`config.mk`:
```
export PLATFORM = sky130hd
export DESIGN_NAME = time_keeper
export DESIGN_NICKNAME = d
export VERILOG_FILES = /design/src/rtl/time_keeper.sv
export SDC_FILE = /design/constraint.sdc
export NUM_CORES = 1
export LEC_CHECK = 0
export ABC_AREA = 0
export CORE_ASPECT_RATIO = 2
export CORE_MARGIN = 5
export CORE_UTILIZATION = 48
export CTS_CLUSTER_DIAMETER = 50
export DETAILED_ROUTE_END_ITERATION = 12
export PLACE_DENSITY_LB_ADDON = 0.3
export SYNTH_ARGS = -nofsm -noshare
export SYNTH_HDL_FRONTEND = slang
export SYNTH_SLANG_ARGS = --single-unit
```
`constraint.sdc`:
```
create_clock -name clk -period 2.2 [get_ports clk]
set_input_delay 0.33 -clock clk [delete_from_list [all_inputs] [get_ports clk]]
set_output_delay 0.33 -clock clk [all_outputs]
set_load 0.005 [all_outputs]
```
`src/rtl/time_keeper.sv`:
```
// ---------------------------------------------------------------------------
// time_keeper
//   24-hour wall clock driven by a CLK_HZ-cycle prescaler. While set_mod is
//   high the time is frozen. On the cycle after set_mod falls, the time is
//   loaded from the setting stage; any out-of-range field loads as 0.
//
// Handshake: none. Inputs are sampled on every rising clk edge. Outputs are
//   registered. Each pulse output is high for exactly one cycle.
//
// Ports
//   clk          system clock, all state on rising edge
//   reset        asynchronous, active-low reset
//   set_mod      level, high = time-setting mode
//   set_hours    edited hours   (8 bit, >23 loads as 0)
//   set_minutes  edited minutes (8 bit, >59 loads as 0)
//   set_seconds  edited seconds (8 bit, >59 loads as 0)
//   seconds      running seconds 0..59
//   minutes      running minutes 0..59
//   hours        running hours   0..23
//   tick_1hz     one-cycle pulse per elapsed second
//   hour_chime   one-cycle pulse when minutes:seconds roll to 00:00
//   day_wrap     one-cycle pulse on 23:59:59 -> 00:00:00
//   dbg_state    current mode state (0 = RUN, 1 = SET), i.e. registered set_mod
// ---------------------------------------------------------------------------
module time_keeper #(
   parameter int unsigned CLK_HZ = 100000000
) (
   input  logic       clk,
   input  logic       reset,
   input  logic       set_mod,
   input  logic [7:0] set_hours,
   input  logic [7:0] set_minutes,
   input  logic [7:0] set_seconds,
   output logic [5:0] seconds,
   output logic [5:0] minutes,
   output logic [5:0] hours,
   output logic       tick_1hz,
   output logic       hour_chime,
   output logic       day_wrap,
   output logic       dbg_state
);

   localparam int unsigned PW = (CLK_HZ > 2) ? $clog2(CLK_HZ) : 1;
   localparam logic [PW-1:0] PRE_MAX = PW'(CLK_HZ - 1);

   typedef enum logic {
      ST_RUN = 1'b0,
      ST_SET = 1'b1
   } state_e;

   state_e        state_q, state_d;
   logic [PW-1:0] pre_q, pre_d;
   logic [5:0]    sec_q, sec_d;
   logic [5:0]    min_q, min_d;
   logic [5:0]    hr_q, hr_d;
   logic          tick_q, tick_d;
   logic          chime_q, chime_d;
   logic          wrap_q, wrap_d;

   // State register: this is the once-registered copy of set_mod.
   always_ff @(posedge clk or negedge reset) begin
      if (!reset) begin
         state_q <= ST_RUN;
      end else begin
         state_q <= state_d;
      end
   end

   always_comb begin
      state_d = set_mod ? ST_SET : ST_RUN;
   end

   // Datapath next-state. Priority: set_mod high (hold) > load on SET exit >
   // normal counting. The hold branch also covers the 0->1 edge, so a tick
   // that lands on that cycle is discarded.
   always_comb begin
      pre_d   = pre_q;
      sec_d   = sec_q;
      min_d   = min_q;
      hr_d    = hr_q;
      tick_d  = 1'b0;
      chime_d = 1'b0;
      wrap_d  = 1'b0;

      if (set_mod) begin
         pre_d = '0;
      end else if (state_q == ST_SET) begin
         pre_d = '0;
         sec_d = (set_seconds > 8'd59) ? 6'd0 : set_seconds[5:0];
         min_d = (set_minutes > 8'd59) ? 6'd0 : set_minutes[5:0];
         hr_d  = (set_hours   > 8'd23) ? 6'd0 : set_hours[5:0];
      end else if (pre_q == PRE_MAX) begin
         pre_d  = '0;
         tick_d = 1'b1;
         if (sec_q == 6'd59) begin
            sec_d = 6'd0;
            if (min_q == 6'd59) begin
               min_d   = 6'd0;
               chime_d = 1'b1;
               if (hr_q == 6'd23) begin
                  hr_d   = 6'd0;
                  wrap_d = 1'b1;
               end else begin
                  hr_d = hr_q + 6'd1;
               end
            end else begin
               min_d = min_q + 6'd1;
            end
         end else begin
            sec_d = sec_q + 6'd1;
         end
      end else begin
         pre_d = pre_q + PW'(1);
      end
   end

   always_ff @(posedge clk or negedge reset) begin
      if (!reset) begin
         pre_q   <= '0;
         sec_q   <= '0;
         min_q   <= '0;
         hr_q    <= '0;
         tick_q  <= 1'b0;
         chime_q <= 1'b0;
         wrap_q  <= 1'b0;
      end else begin
         pre_q   <= pre_d;
         sec_q   <= sec_d;
         min_q   <= min_d;
         hr_q    <= hr_d;
         tick_q  <= tick_d;
         chime_q <= chime_d;
         wrap_q  <= wrap_d;
      end
   end

   assign seconds    = sec_q;
   assign minutes    = min_q;
   assign hours      = hr_q;
   assign tick_1hz   = tick_q;
   assign hour_chime = chime_q;
   assign day_wrap   = wrap_q;
   assign dbg_state  = state_q;

endmodule

```
# Word level (Yosys, flattened, before mapping)
# Index checks and enable logic that the tools add are counted.
[totals]
reg_bits = 49
inputBits = 27
output_inout_bits = 22
word_cells = 59
[classes]
add_sub_neg = 4
order_cmp = 3
n_eq_ne = 4
n_mux = 33
bitwise = 1
n_reduce_logical = 6
[op_table]
columns = ["op", "n"]
rows = [
  ["6-bit two-way mux", 15],
  ["27-bit two-way mux", 3],
  ["27-bit by 1-bit adder with 27-bit output (second input constant)", 1],
  ["27-bit == test (second input constant)", 1],
  ["6-bit by 1-bit adder with 6-bit output (second input constant)", 3],
  ["8-bit by 6-bit > comparator with 1-bit output (second input constant)", 2],
  ["1-bit two-way mux", 15],
  ["6-bit == test (second input constant)", 2],
  ["8-bit by 5-bit > comparator with 1-bit output (second input constant)", 1],
  ["6-bit by 5-bit == test with 1-bit output (second input constant)", 1],
  ["2-bit nonzero test", 3],
  ["4-bit AND reduction", 1],
  ["3-bit AND reduction", 1],
  ["2-bit AND reduction", 1],
  ["1-bit NOT", 1],
]

# Longest topological paths before layout
[depth]
word_depth = 7
depth_mapped = 7
depth_no_buf = 6

# Worst setup path after synthesis
# OpenSTA, ideal clock, no wires.
[synth_timing]
path_kind = "register to register"
start = "register sec_q[0] (netlist: seconds[0])"
end = "register hr_q[0] (netlist: hours[0])"
setup_time_ps = 125
arrival_time_ps = 2075
required_time_ps = 2075
path_slack_ps = 1
path_stages_with_launch = 8
path_buffers = 1
synth_period_minus_slack_ps = 2199
cell_sequence = "dfrtp_1 -> ha_1 -> nand2b_1 -> or2_2 -> buf_2 -> or2_2 -> o31ai_1 -> mux2_2"
[synth_between]
elab_chain_len = 3
[synth_lines]
columns = ["element", "line", "text"]
rows = [
  ["start: declaration", "53", "logic [5:0] sec_q, sec_d;"],
  ["start signal: assignment", "120", "sec_q <= '0;"],
  ["start signal: assignment", "128", "sec_q <= sec_d;"],
  ["6-bit == test", "95", "if (sec_q == 6'd59) begin"],
  ["2-bit nonzero test (no source line)", "-", ""],
  ["4-bit AND reduction (no source line)", "-", ""],
  ["end signal: assignment", "130", "hr_q <= hr_d;"],
  ["end: declaration", "55", "logic [5:0] hr_q, hr_d;"],
]
# No other way between the ends.
# A chain may end at the register's enable or synchronous reset.

# Worst setup path after layout
[layout_timing]
start = "register pre_q[17]"
end = "register sec_q[4] (netlist: seconds[4])"
[layout_between]
elab_chain_len = 3
[layout_lines]
columns = ["element", "line", "text"]
rows = [
  ["start: declaration", "52", "logic [PW-1:0] pre_q, pre_d;"],
  ["start signal: assignment", "127", "pre_q <= pre_d;"],
  ["27-bit == test", "92", "end else if (pre_q == PRE_MAX) begin"],
  ["2-bit nonzero test (no source line)", "-", ""],
  ["2-bit AND reduction (no source line)", "-", ""],
]
# No other way between the ends.

==> metrics.md <==
| Metric | Value |
|---|---|
| Rel. slew slack | `58.7%` |
| Chip height | `118 um` |
| Hold Violations, Final | `0` |
| Failing checks | `setup timing` |
| RSZ-0062 raised after global routing | `true` |
| Status | `finished, violations left` |
| Seq/Total Area, Yosys | `43.9%` |
| Synth Register Bits | `49` |
| Share of the synthesized area in the top cell type | `43.9%` |
| Final Skew | `0.00521 ns` |
| Die W | `63.9 um` |
| R2r endpoint | `seconds[4]$_DFFE_PN0P_` |
| Period utilization | `101%` |
| Most common cell after layout, fill and taps aside | `dfrtp_1` |
| Post-synthesis cell type count | `57` |
| Placed cells | `439` |
| Routability cong. | `0.828` |
| Number of flops mapped to enable cells by yosys | `0` |
| # diodes | `0` |
| Pin count of the biggest net entering global routing | `50` |
| Clk root buf | `clkbuf_16` |
| Post-Syn Nets | `333` |
| Vias in the first global route | `2637` |
| DR iter-0 viols | `163` |
| Leakage power | `1.59 nW` |
| Vias | `2671` |
| Layout Utilization | `66.3%` |
| Die area | `7540 um2` |
| Most area-consuming cells after synthesis | `dfrtp_1 (44%), nor2_1 (6.0%), xor2_1 (4.7%), nand2_1 (3.0%), nand4_1 (2.9%)` |
| DR pass1 iterations | `4` |
| Final WL | `7560 um` |
| Most frequent CP cell | `o21ai_0` |
| Worst-path clk slew | `0.07 ns` |
| DR WL/cell | `16.8 um` |
| GR Util met3 | `3.06%` |
| Critical-path top delay cell | `or4b_1` |
| Pwr/cell area | `631 nW/um2` |
| Critical Path Max Stage Delay | `0.50 ns` |
| Critical path launch point | `pre_q[17]$_DFF_PN0_` |
| Final HPWL DP | `5680 um` |
| Hold_buf cts | `0` |
| Crit path to | `seconds[4]$_DFFE_PN0P_` |
| Least-Margin Pin Slew | `0.620 ns` |
| Cell count after synthesis | `302` |
| Worst-path cell chain | `or4b_1 -> or4_4 -> o31a_4 -> o21ai_0 -> o21ai_0` |
| Worst Reg-to-Reg Cells | `5` |
| Synth async-reset ratio | `100%` |
| Commonest non-fill, non-tap cells in the layout | `dfrtp_1 (49), clkdlybuf4s50_1 (47), nor2_1 (45)` |
| First-pass GRT wire length | `12400 um` |
| Crit Reg-Reg Startpoint | `pre_q[17]$_DFF_PN0_` |
| # clock sinks | `49` |
| Yosys warning total | `0` |
| Synthesized area per cell | `9.25 um2` |
| Pre-CTS WS | `0.00366 ns` |
| Final setup violation count | `1` |
| Primary FF master, synth | `dfrtp_1` |
| GR Util met1 | `20.9%` |
| CTS tree | `built` |
| Initial Utilization | `48.9%` |
| Max frequency | `449 MHz` |
| Core box area | `5710 um2` |
| CP arrival | `2.39 ns` |
| Total grt overflow | `0` |
| Mapped Area | `2790 um2` |
| Max IR drop VDD | `0.792 mV` |
| MaxCap Viol Count | `0` |
| Reg2reg setup slack | `-0.03 ns` |
| PortBufs | `48` |
| Final Critical Period | `2.23 ns` |
| Post-synth top area cell | `dfrtp_1` |
| Number of antenna-violating nets in the routed design | `0` |
| Max clock buf depth | `2` |
| Worst EP required | `2.36 ns` |
| Worst Hold Class | `in2async` |
| Routing usage on met2 | `38.9%` |
| Layout cells sized above 1 | `17.7%` |
| Global routing's busiest layer | `met2` |
| Num CTS Buffers | `5` |
| Worst Setup Start Kind | `register` |
| Crit Path Max Fanout | `12` |
| Row count | `39` |
| Setup CP Type | `reg2reg` |
| All-Layer GR Usage | `20.2%` |
| Final worst slack | `-0.0274 ns` |
| Initial antenna violation count | `0` |
| Remaining DRCs | `0` |
| Clock Latency Late Sink | `0.29 ns` |
| Fin cells | `451` |
| Critical Path End Type | `register` |
| # H-tree levels | `2` |
| Area grow syn2layout | `35.6%` |
| I/O pin count | `49` |
| Fin. max-slew vios | `0` |
| Via-to-Cell Ratio | `5.92` |
| # nets final | `420` |
-- flip-flops by register name (all words and copies together) (netlist names) --
signal and count:
seconds 6, hour_chime 1, hours 6, day_wrap 1
pre_q 27, tick_1hz 1, minutes 6, dbg_state 1
-- critical path: cells and delay by family (launching register included) --
kind             cells  cell delay [ns]
flip-flops           1             0.38
AO/OA/AOI/OAI        3             0.75
AND/OR/NAND/NOR      2             0.96
-- cell usage after synthesis, drive strengths merged, types with 3 or more instances --
master  count
nand4      13
and2        3
buf         4
xnor2       9
or2         3
nand2      22
clkbuf      4
nor2       45
ha          4
and4        6
o21ai      17
and3        8
nor4        8
nor4b       3
a21oi      14
nand3      14
dfrtp      49
inv         5
a31oi       4
nor2b       4
nor3       11
xor2       15
-- report_power, final --
| group | internal, W | switching, W |
|---|---|---|
| sequential | 0.000955 | 0.0000660 |
| combinational | 0.000265 | 0.000202 |
| clock | 0.000567 | 0.000335 |
-- stage by stage --
stage / total power, W / setup TNS (ns) / hold slack [ns] / area (um2)
floorplan: 0.00121 / 0 / 0.0344 / 2790
global placement: 0.00148 / 0 / 0.468 / 3560
detailed placement: 0.00150 / 0 / 0.475 / 3560
CTS: 0.00240 / 0 / 0.168 / 3730
global route: 0.00249 / -0.213 / 0.188 / 3790
finish: 0.00239 / -0.0274 / 0.126 / 3790
-- worst min path at each step --
stage          start                      to  cells after the start
2_1_floorplan  reset      day_wrap$_DFF_PN0_                      0
3_3_place_gp   reset  minutes[3]$_DFFE_PN0P_                      2
3_5_place_dp   reset    hour_chime$_DFF_PN0_                      2
4_1_cts        reset    hour_chime$_DFF_PN0_                      2
5_1_grt        reset    hour_chime$_DFF_PN0_                      2
6_report       reset    hour_chime$_DFF_PN0_                      2
-- layer usage --
layer | vias up | wire, um
met2 | 63 | 4480
met1 | 1311 | 2680
met4 | 0 | 152
li1 | 1282 | -
met5 | - | 0
met3 | 15 | 237
-- cell type report --
class	instances	area (um2)
Fill cell	471	1920
Multi-Input combinational cell	239	1510
Sequential cell	49	1230
Timing Repair Buffer	89	783
Clock buffer	6	139
Tap cell	61	76.3
Clock inverter	2	37.5
Inverter	5	18.8
-- cell families (layout without fill, tap and decap cells) --
logic type	after synthesis	after routing	share of synthesized area, %
simple gates	151	151	29.6
mux	2	2	0.806
flops	49	49	43.9
compound gates	58	58	13.4
fa+ha+maj	4	4	1.79
xor+xnor	24	24	7.53
buf+inv	14	102	3.00
-- timing repair --
| action | in CTS | in global routing |
|---|---|---|
| setup buffers | 0 | 4 |
| pin swaps | 1 | 0 |
| resized for setup | 0 | 5 |
| setup endpoints to repair | 1 | 6 |
| cloned | 0 | 0 |
Note: power is estimated with default switching activity, not from simulation.
